$ cat config.mk
export PLATFORM = sky130hd
export DESIGN_NAME = fb_address_generator_flat
export DESIGN_NICKNAME = d
export VERILOG_FILES = /design/src/rtl/fb_address_generator_pkg.sv /design/src/rtl/fb_address_generator_if.sv /design/src/rtl/fb_address_generator_const_row_mult.sv /design/src/rtl/fb_address_generator.sv /design/src/flat_wrapper.sv
export SDC_FILE = /design/constraint.sdc
export NUM_CORES = 1
export LEC_CHECK = 0
export CORE_MARGIN = 2
export CORE_UTILIZATION = 51
export CTS_BUF_LIST = sky130_fd_sc_hd__clkbuf_4 sky130_fd_sc_hd__clkbuf_8 sky130_fd_sc_hd__clkbuf_16
export DETAILED_ROUTE_END_ITERATION = 8
export PLACE_DENSITY = 0.79
export SLEW_MARGIN = 15
export SYNTH_ARGS = -nofsm -noshare
export SYNTH_HDL_FRONTEND = slang
export SYNTH_SLANG_ARGS = --single-unit
$ cat constraint.sdc
create_clock -name Clk -period 2.1 [get_ports Clk]
set_clock_uncertainty 0.15 [all_clocks]
set_input_delay 0.42 -clock Clk [delete_from_list [all_inputs] [get_ports Clk]]
set_output_delay 0.42 -clock Clk [all_outputs]
set_load 0.01 [all_outputs]
$ cat src/rtl/fb_address_generator_pkg.sv
// fb_pkg: shared framebuffer geometry defaults, sizing helpers and swap FSM states
package fb_pkg;

    localparam int H_RES_DEF = 640;
    localparam int V_RES_DEF = 480;
    localparam longint FB_WORDS = longint'(H_RES_DEF) * longint'(V_RES_DEF);

    typedef enum logic [0:0] {
        SWAP_IDLE    = 1'b0,
        SWAP_PENDING = 1'b1
    } swap_state_t;

    function automatic int clog2(input longint value);
        int bits;
        longint v;
        bits = 0;
        v = value - 1;
        while (v > 0) begin
            bits = bits + 1;
            v = v >> 1;
        end
        return bits;
    endfunction

    function automatic longint fb_words(input int h_res, input int v_res);
        return longint'(h_res) * longint'(v_res);
    endfunction

endpackage

$ cat src/rtl/fb_address_generator_if.sv
// fb_address_generator_if: coordinate/swap inputs and address/buffer-state outputs
interface fb_address_generator_if #(
    parameter int X_W    = 10,
    parameter int Y_W    = 9,
    parameter int ADDR_W = 20
);
    logic              frame_start;
    logic              swap_req;
    logic              coord_valid;
    logic [X_W-1:0]    curX;
    logic [Y_W-1:0]    curY;
    logic [ADDR_W-1:0] address;
    logic              addr_valid;
    logic              oob;
    logic [1:0]        front_buf;
    logic [1:0]        back_buf;
    logic              swap_pending;

    modport master (
        output frame_start, swap_req, coord_valid, curX, curY,
        input  address, addr_valid, oob, front_buf, back_buf, swap_pending
    );

    modport slave (
        input  frame_start, swap_req, coord_valid, curX, curY,
        output address, addr_valid, oob, front_buf, back_buf, swap_pending
    );
endinterface

$ cat src/rtl/fb_address_generator_const_row_mult.sv
// const_row_mult: y * H_RES as a shift-add over the set bits of the constant H_RES
module const_row_mult #(
    parameter int Y_W   = 9,
    parameter int H_RES = 640,
    parameter int OUT_W = 20
) (
    input  logic [Y_W-1:0]   y,
    output logic [OUT_W-1:0] p
);
    localparam logic [31:0] K = 32'(H_RES);

    // one shifted copy of y per set bit of H_RES; unset bits fold away at elaboration
    always_comb begin
        p = '0;
        for (int i = 0; i < 32; i++)
            p = p + (K[i] ? (OUT_W'(y) << i) : '0);
    end
endmodule

$ cat src/rtl/fb_address_generator.sv
// fb_address_generator: two-stage (x,y) -> linear SRAM address with multi-buffer swap control
module fb_address_generator
    import fb_pkg::*;
#(
    parameter int H_RES       = H_RES_DEF,
    parameter int V_RES       = V_RES_DEF,
    parameter int X_W         = 10,
    parameter int Y_W         = 9,
    parameter int NUM_BUFFERS = 2,
    parameter int ADDR_W      = 20
) (
    input  logic Clk,
    input  logic Reset_n,
    fb_address_generator_if.slave bus
);
    localparam longint WORDS = fb_words(H_RES, V_RES);
    localparam logic [ADDR_W-1:0] BASE1 = ADDR_W'(WORDS);
    localparam logic [ADDR_W-1:0] BASE2 = ADDR_W'(2 * WORDS);
    localparam logic [ADDR_W-1:0] BASE3 = ADDR_W'(3 * WORDS);
    localparam logic [1:0] LAST = 2'(NUM_BUFFERS - 1);
    localparam logic MULTI = NUM_BUFFERS > 1;

    logic [ADDR_W-1:0] row_prod;
    logic [ADDR_W-1:0] base_sel;
    logic              in_range;
    logic [ADDR_W-1:0] row_q;
    logic [ADDR_W-1:0] base_q;
    logic [X_W-1:0]    x_q;
    logic              v1;
    logic              r1;
    logic [ADDR_W-1:0] address_q;
    logic              addr_valid_q;
    logic              oob_q;
    swap_state_t       state;
    logic [1:0]        front_q;
    logic [1:0]        back_q;
    logic              apply;
    logic [1:0]        nxt1;
    logic [1:0]        nxt2;

    const_row_mult #(
        .Y_W  (Y_W),
        .H_RES(H_RES),
        .OUT_W(ADDR_W)
    ) u_row (
        .y(bus.curY),
        .p(row_prod)
    );

    // range compare, base table lookup and swap decisions from current state
    always_comb begin
        in_range = (32'(bus.curX) < 32'(H_RES)) && (32'(bus.curY) < 32'(V_RES));
        base_sel = front_q == 2'd0 ? '0 : front_q == 2'd1 ? BASE1 : front_q == 2'd2 ? BASE2 : BASE3;
        apply    = MULTI && bus.frame_start && (bus.swap_req || state == SWAP_PENDING);
        nxt1     = front_q == LAST ? 2'd0 : front_q + 2'd1;
        nxt2     = nxt1 == LAST ? 2'd0 : nxt1 + 2'd1;
    end

    // stage 1: capture row offset, column and base (pre-swap front buffer)
    always_ff @(posedge Clk or negedge Reset_n) begin
        if (!Reset_n) begin
            row_q  <= '0;
            base_q <= '0;
            x_q    <= '0;
            v1     <= 1'b0;
            r1     <= 1'b0;
        end else begin
            row_q  <= row_prod;
            base_q <= base_sel;
            x_q    <= bus.curX;
            v1     <= bus.coord_valid;
            r1     <= in_range;
        end
    end

    // stage 2: sum the address for in-range coordinates, otherwise hold it
    always_ff @(posedge Clk or negedge Reset_n) begin
        if (!Reset_n) begin
            address_q    <= '0;
            addr_valid_q <= 1'b0;
            oob_q        <= 1'b0;
        end else begin
            address_q    <= (v1 && r1) ? base_q + row_q + ADDR_W'(x_q) : address_q;
            addr_valid_q <= v1 && r1;
            oob_q        <= v1 && !r1;
        end
    end

    // swap FSM: a request waits for frame_start unless both arrive together
    always_ff @(posedge Clk or negedge Reset_n) begin
        if (!Reset_n) begin
            state   <= SWAP_IDLE;
            front_q <= 2'd0;
            back_q  <= 2'(MULTI);
        end else if (apply) begin
            state   <= SWAP_IDLE;
            front_q <= nxt1;
            back_q  <= nxt2;
        end else if (MULTI && bus.swap_req) begin
            state   <= SWAP_PENDING;
        end
    end

    assign bus.address      = address_q;
    assign bus.addr_valid   = addr_valid_q;
    assign bus.oob          = oob_q;
    assign bus.front_buf    = front_q;
    assign bus.back_buf     = back_q;
    assign bus.swap_pending = state == SWAP_PENDING;
endmodule

$ cat src/flat_wrapper.sv
// flat-port wrapper written by rule: the top's interface ports become plain ports
module fb_address_generator_flat import fb_pkg::*;
#(
    parameter int H_RES       = H_RES_DEF,
    parameter int V_RES       = V_RES_DEF,
    parameter int X_W         = 10,
    parameter int Y_W         = 9,
    parameter int NUM_BUFFERS = 2,
    parameter int ADDR_W      = 20
)
  (Clk, Reset_n, bus_frame_start, bus_swap_req, bus_coord_valid, bus_curX, bus_curY, bus_address, bus_addr_valid, bus_oob, bus_front_buf, bus_back_buf, bus_swap_pending);
  fb_address_generator_if #(.X_W(X_W), .Y_W(Y_W), .ADDR_W(ADDR_W)) bus_i ();
  input  logic Clk;
  input  logic Reset_n;
  input wire logic [$bits(bus_i.frame_start)-1:0] bus_frame_start;
  input wire logic [$bits(bus_i.swap_req)-1:0] bus_swap_req;
  input wire logic [$bits(bus_i.coord_valid)-1:0] bus_coord_valid;
  input wire logic [$bits(bus_i.curX)-1:0] bus_curX;
  input wire logic [$bits(bus_i.curY)-1:0] bus_curY;
  output wire logic [$bits(bus_i.address)-1:0] bus_address;
  output wire logic [$bits(bus_i.addr_valid)-1:0] bus_addr_valid;
  output wire logic [$bits(bus_i.oob)-1:0] bus_oob;
  output wire logic [$bits(bus_i.front_buf)-1:0] bus_front_buf;
  output wire logic [$bits(bus_i.back_buf)-1:0] bus_back_buf;
  output wire logic [$bits(bus_i.swap_pending)-1:0] bus_swap_pending;
  assign bus_i.frame_start = bus_frame_start;
  assign bus_i.swap_req = bus_swap_req;
  assign bus_i.coord_valid = bus_coord_valid;
  assign bus_i.curX = bus_curX;
  assign bus_i.curY = bus_curY;
  assign bus_address = bus_i.address;
  assign bus_addr_valid = bus_i.addr_valid;
  assign bus_oob = bus_i.oob;
  assign bus_front_buf = bus_i.front_buf;
  assign bus_back_buf = bus_i.back_buf;
  assign bus_swap_pending = bus_i.swap_pending;
  fb_address_generator #(.H_RES(H_RES), .V_RES(V_RES), .X_W(X_W), .Y_W(Y_W), .NUM_BUFFERS(NUM_BUFFERS), .ADDR_W(ADDR_W)) u_core (.Clk(Clk), .Reset_n(Reset_n), .bus(bus_i));
endmodule
==> flow_metrics.env, run 1 <==
export IMPL_tightest_slew_ns=0.275
export IMPL_ios=51
export IMPL_dp_slack_ns=-0.526
export IMPL_rows=25
export IMPL_dp_cells=354
export IMPL_drc=0
export IMPL_power_net_switching_mw=1.01
export IMPL_die_width_um=75.0
export IMPL_drive_above_1_share=0.214
export IMPL_die_area_um2=5630
export IMPL_pwr_share_seq=0.398
export IMPL_grt_pass1_wl_mm=7.49
export IMPL_core_area_um2=4790
export IMPL_r2r_cells=9
export IMPL_setup_viol=0
export IMPL_ys_seq_area_frac=0.555
export IMPL_root_buffer="clkbuf_8"
export IMPL_drv_cap=0
export IMPL_min_path_type="in2reg"
export IMPL_vias=1799
export IMPL_antenna_found_initial=0
export IMPL_layout_setup_ws_ns=0.102
export IMPL_r2r_end="u_core.bus.address[17]$_DFFE_PN0P_"
export IMPL_drtAntennaViolNets=0
export IMPL_worstHoldEndpoint="u_core.row_q[8]$_DFF_PN0_"
export IMPL_final_max_slew_violation_count=0
export IMPL_fill_cells=350
export IMPL_clk_pin_slew_ns=0.07
export IMPL_worstHoldStart="bus_curY[1]"
export IMPL_fp_dieH_um=75.0
export IMPL_rsz0062_at_grt="true"
export IMPL_io_buffers=50
export IMPL_p_leak_nw=1.65
export IMPL_fin_setup_tns_ns=0
export IMPL_critPathLaunchType="primary input"
export IMPL_cts_buffers=9
export IMPL_p_int_mw=2.57
export IMPL_dp_hpwl_mm=3.20
export IMPL_layoutNonFillerInstCount=376
export IMPL_crit_fanout=3
export IMPL_dr_pass1_iters=4
export IMPL_critPathKind="in2reg"
export IMPL_hold_viol=0
export IMPL_power_density_nw_per_um2=997
export IMPL_power_frac_clock=0.294
export IMPL_synth_warning_count=0
export IMPL_grt_use_total=0.181
export IMPL_grt_overflow=0
export IMPL_insertion_delay_ns=0.33
export IMPL_routed_wirelength_mm=4.38
export IMPL_grt_pass1_vias=1738
export IMPL_combPwrFrac=0.308
export IMPL_final_common_cell="dfrtp_1"
export IMPL_synth_area_um2=2570
export IMPL_cp_end_kind="flop"
export IMPL_r2r_slack_ns=0.10
export IMPL_swShare=0.283
export IMPL_yosysUniqueCellTypes=36
export IMPL_fmax_ghz=0.501
export IMPL_cts_tree="built"
export IMPL_hold_path_depth=1
export IMPL_crit_required_ns=2.20
export IMPL_p_total_mw=3.58
export IMPL_ys_ff_latch=57
export IMPL_clk_path_buf_depth=2
export IMPL_grt_max_degree=58
export IMPL_syn2layout_area_growth_pct=39.7
export IMPL_drt_iter0_drc=102
export IMPL_period_share=0.951
export IMPL_post_drt_wl_per_cell_um=11.6
export IMPL_layout_common_cells="dfrtp_1 (56), clkdlybuf4s50_1 (45), nand2_1 (22), buf_4 (21)"
export IMPL_critPathArrivalTime_ns=2.10
export IMPL_synth_area_per_cell_um2=11.5
export IMPL_rr_startpoint="u_core.row_q[7]$_DFF_PN0_"
export IMPL_diodes=0
export IMPL_relSlewSlack=0.815
export IMPL_htreeDepth=3
export IMPL_synthesis_nets=270
export IMPL_start_util=0.538
export IMPL_clkSinkCount=57
export IMPL_status="finished clean"
export IMPL_fin_nets=351
export IMPL_vdd_drop_max_v=0.000505
export IMPL_place_congestion=0.834
export IMPL_syn_inst=223
export IMPL_vias_per_cell=4.78
export IMPL_final_min_clock_period_ns=2.00
-- synth_stat cells --
master / count / area share
a211o_1: 1 / 0.0034
a21boi_1: 2 / 0.0058
a21o_1: 2 / 0.0058
a21o_2: 1 / 0.0034
a21oi_1: 11 / 0.021
a311oi_1: 1 / 0.0034
a31oi_1: 2 / 0.0049
and2_1: 1 / 0.0024
and2_4: 1 / 0.0034
and4_1: 1 / 0.0034
buf_6: 1 / 0.0044
clkbuf_1: 2 / 0.0029
dfrtp_1: 56 / 0.54
dfstp_2: 1 / 0.010
fa_1: 2 / 0.016
ha_1: 21 / 0.10
inv_1: 12 / 0.018
mux2_2: 9 / 0.039
nand2_1: 22 / 0.032
nand2b_1: 1 / 0.0024
nand3_1: 2 / 0.0039
nor2_1: 17 / 0.025
nor2b_1: 5 / 0.012
nor3_1: 2 / 0.0039
nor4_1: 1 / 0.0024
o21a_1: 3 / 0.0088
o21ai_0: 19 / 0.037
o21ai_1: 2 / 0.0039
o21ai_2: 1 / 0.0034
o22ai_1: 1 / 0.0024
o31a_1: 1 / 0.0034
o31ai_2: 1 / 0.0049
o41ai_1: 1 / 0.0034
or2_0: 1 / 0.0024
xnor2_1: 7 / 0.024
xor2_1: 9 / 0.031
-- power groups by stage --
stage	clock network, mW	logic, mW	registers, mW
2_1_floorplan	0	0.519	1.50
6_report	1.05	1.11	1.43
3_5_place_dp	0	1.07	1.45
3_3_place_gp	0	1.05	1.44
5_1_grt	1.12	1.24	1.46
4_1_cts	1.08	1.08	1.43
-- registers in the layout, indices dropped and copies added (netlist names) --
register,cells
u_core.v1,1
u_core.bus.address,20
u_core.bus.front_buf,2
u_core.base_q,6
u_core.r1,1
u_core.row_q,12
u_core.x_q,10
u_core.bus.swap_pending,1
u_core.bus.addr_valid,1
u_core.bus.oob,1
u_core.bus.back_buf,2
-- worst max-delay path by stage --
stage / startpoint / endpoint / slack, ns / cells past startpoint
5_1_grt: u_core.row_q[7]$_DFF_PN0_ / u_core.bus.address[17]$_DFFE_PN0P_ / -0.03 / 9
6_report: bus_curY[4] / u_core.row_q[17]$_DFF_PN0_ / 0.10 / 8
4_1_cts: u_core.row_q[7]$_DFF_PN0_ / u_core.bus.address[17]$_DFFE_PN0P_ / 0.004 / 9
3_5_place_dp: bus_curY[0] / u_core.row_q[17]$_DFF_PN0_ / -0.53 / 10
3_3_place_gp: bus_curY[0] / u_core.row_q[17]$_DFF_PN0_ / -0.44 / 10
2_1_floorplan: bus_curY[0] / u_core.row_q[17]$_DFF_PN0_ / 0.11 / 9
-- kinds of logic (layout without fill, tap and decap cells) --
kind of cell,count (synthesis),after routing,share of synthesized area
flops,57,57,0.555
simple gates,54,54,0.0934
buf+inv,15,101,0.0248
fa+ha+maj,23,23,0.118
mux,9,9,0.0394
xor+xnor,16,16,0.0545
compound gates,49,49,0.115
-- metrics by stage --
step	area (µm²)	hold WS [ns]	util
final	3590	0.123	0.751
after global routing	3590	0.124	0.751
after CTS	3530	0.198	0.738
after detailed placement	3270	0.273	0.684
after global placement	3270	0.264	0.684
after floorplan	2570	-0.0256	-
-- critical path: stages --
cell and delay, ns:
clkdlybuf4s50_1 0.42, ha_1 0.31, nor2b_2 0.17, o21ai_2 0.15, a21oi_2 0.08, o31a_1 0.30, o21ai_2 0.13, xnor2_1 0.12
-- per-layer routing --
layer | GRT usage | up-vias | share of wire | routed length (µm)
met5 | 0 | - | 0 | 0
met4 | 0.107 | 0 | 0.019 | 83
met3 | 0.0402 | 8 | 0.037 | 161
met2 | 0.287 | 35 | 0.49 | 2140
met1 | 0.228 | 833 | 0.45 | 1990
li1 | - | 923 | - | -
-- layout make-up --
| type | count | area [µm²] | area share |
|---|---|---|---|
| clock buffer | 12 | 165 | 0.0459 |
| clock inverter | 4 | 50.0 | 0.0139 |
| inverter | 12 | 45.0 | 0.0125 |
| multi-input combinational | 151 | 1140 | 0.316 |
| sequential | 57 | 1430 | 0.397 |
| tap | 67 | 83.8 | 0.0233 |
| timing repair buffer | 73 | 686 | 0.191 |
-- what timing repair did --
action	CTS	global route
hold buffers	1	0
setup buffers	3	2
pin swaps	6	7
hold endpoints to repair	56	0
setup endpoints to repair	6	9
gates resized for setup	8	13
Power figures use the tool's default switching activity.
==> run 2, diff against run 1 <==
Settings changed: CAP_MARGIN set to 10.
==> results of run 2 <==
No change in the layout: final DEF, timing and power equal those of run 1.
==> run 3, diff against run 2 <==
Settings changed: CORE_ASPECT_RATIO set to 0.75, CTS_CLUSTER_SIZE set to 40.
==> run 3 against run 2 <==
Effect of this change:
- critical path depth shrank 1
- sequential cell count is the same
- first-iteration DRC count grew 37%
- largest power group unchanged
==> flow_metrics.env, run 3 (synthesized netlist as in run 1, its figures left out) <==
export IMPL_grt_overflow=0
export IMPL_p_leak_nw=1.67
export IMPL_grt_max_degree=58
export IMPL_dp_hpwl_mm=3.40
export IMPL_root_buffer="clkbuf_8"
export IMPL_antenna_found_initial=0
export IMPL_critPathKind="reg2reg"
export IMPL_status="finished clean"
export IMPL_place_congestion=0.824
export IMPL_fmax_ghz=0.505
export IMPL_layout_setup_ws_ns=0.119
export IMPL_power_frac_clock=0.302
export IMPL_vdd_drop_max_v=0.000405
export IMPL_routed_wirelength_mm=4.70
export IMPL_crit_required_ns=2.16
export IMPL_start_util=0.528
export IMPL_grt_use_total=0.186
export IMPL_final_min_clock_period_ns=1.98
export IMPL_drt_iter0_drc=140
export IMPL_io_buffers=50
export IMPL_drive_above_1_share=0.205
export IMPL_diodes=0
export IMPL_vias_per_cell=4.96
export IMPL_ios=51
export IMPL_final_common_cell="dfrtp_1"
export IMPL_swShare=0.278
export IMPL_die_width_um=86.0
export IMPL_combPwrFrac=0.304
export IMPL_dp_slack_ns=-0.510
export IMPL_drc=0
export IMPL_grt_pass1_vias=1731
export IMPL_rsz0062_at_grt="true"
export IMPL_largest_register_ffs=20
export IMPL_cts_buffers=9
export IMPL_drv_cap=0
export IMPL_post_drt_wl_per_cell_um=13.0
export IMPL_syn2layout_area_growth_pct=39.4
export IMPL_critPathArrivalTime_ns=2.04
export IMPL_setup_viol=0
export IMPL_rows=22
export IMPL_hold_viol=0
export IMPL_cp_end_kind="flop"
export IMPL_vias=1795
export IMPL_relSlewSlack=0.683
export IMPL_power_net_switching_mw=1.01
export IMPL_core_area_um2=4870
export IMPL_tightest_slew_ns=0.472
export IMPL_placed_cell_area_um2=3240
export IMPL_clk_path_buf_depth=2
export IMPL_fin_nets=345
export IMPL_fp_dieH_um=65.5
export IMPL_dr_pass1_iters=4
export IMPL_p_int_mw=2.64
export IMPL_power_density_nw_per_um2=1020
export IMPL_stdcell_area_um2=3590
export IMPL_htreeDepth=3
export IMPL_layout_common_cells="dfrtp_1 (56), clkdlybuf4s50_1 (44), nand2_1 (22), nor2_1 (17), ha_1 (16)"
export IMPL_min_path_type="in2reg"
export IMPL_pwr_share_seq=0.394
export IMPL_r2r_cells=7
export IMPL_crit_fanout=6
export IMPL_clk_pin_slew_ns=0.06
export IMPL_grt_pass1_wl_mm=7.99
export IMPL_drtAntennaViolNets=0
export IMPL_die_area_um2=5630
export IMPL_clkSinkCount=57
export IMPL_period_share=0.943
export IMPL_insertion_delay_ns=0.33
export IMPL_cts_tree="built"
export IMPL_final_max_slew_violation_count=0
export IMPL_hold_path_depth=1
export IMPL_critPathLaunchType="flop"
## run 3: cell types whose count changed in the layout (fill, tap and decap cells not counted), sizes merged
cell	delta
buf	-6
dlymetal6s2s	+3
clkinvlp	-2
dlygate4sd2	-2
bufinv	+1
clkdlybuf4s50	-1
## run 3: path summary, 6_finish.rpt
check	from	to	slack [ns]
max	u_core.base_q[16]$_DFF_PN0_	u_core.bus.address[19]$_DFFE_PN0P_	0.12
min	bus_curY[0]	u_core.row_q[7]$_DFF_PN0_	0.09
max reg2reg	u_core.base_q[16]$_DFF_PN0_	u_core.bus.address[19]$_DFFE_PN0P_	0.12
min reg2reg	u_core.r1$_DFF_PN0_	u_core.bus.oob$_DFF_PN0_	0.28
max in group asynchronous	Reset_n	u_core.bus.back_buf[0]$_DFFE_PN1P_	1.03
min in group asynchronous	Reset_n	u_core.x_q[2]$_DFF_PN0_	0.49
## run 3: critical path, stage by stage, from the launching register on
cell and delay [ns]:
dfrtp_1 0.43, ha_1 0.43, a21oi_1 0.16, o21ai_0 0.11, a21o_1 0.18, a21oi_1 0.16, xor2_1 0.16, o21ai_1 0.07
## run 3: cell type report
type | instances | area, µm²
inverters | 12 | 45.0
clock inverters | 3 | 65.1
repair buffers | 67 | 651
multi-input cells | 151 | 1170
fillers | 310 | 1280
clock buffers | 12 | 153
well taps | 60 | 75.1
flip-flops and latches | 57 | 1430
## run 3: power by group through the flow
stage | Combinational (mW) | Clock [mW] | Sequential (mW)
CTS | 1.08 | 1.13 | 1.44
global placement | 1.03 | 0 | 1.44
global route | 1.23 | 1.20 | 1.46
floorplan | 0.519 | 0 | 1.50
detailed placement | 1.06 | 0 | 1.46
finish | 1.11 | 1.10 | 1.44
## run 3: what timing repair did
action                     CTS  global route
cloned                       0             0
hold buffers                 1             0
buffers inserted             1             1
resized for setup            7            19
pin swaps                    4             7
hold endpoints to repair    56             0
setup endpoints to repair    6             8
## run 3: metal layers
layer | GRT usage | share of wire | vias up
li1 | - | - | 909
met1 | 0.263 | 0.49 | 829
met2 | 0.268 | 0.45 | 48
met3 | 0.0603 | 0.047 | 9
met4 | 0.0714 | 0.013 | 0
met5 | 0 | 0 | -
## run 3: through the flow
step / hold slack, ns / utilization / setup TNS (ns) / power, mW / instances
floorplan: -0.0256 / - / 0 / 2.02 / 223
global placement: 0.265 / 0.665 / -1.55 / 2.48 / 344
detailed placement: 0.277 / 0.665 / -1.87 / 2.52 / 344
CTS: 0.278 / 0.716 / -0.0648 / 3.65 / 361
global route: 0.0748 / 0.736 / -0.00399 / 3.89 / 362
finish: 0.0885 / 0.736 / 0 / 3.65 / 362
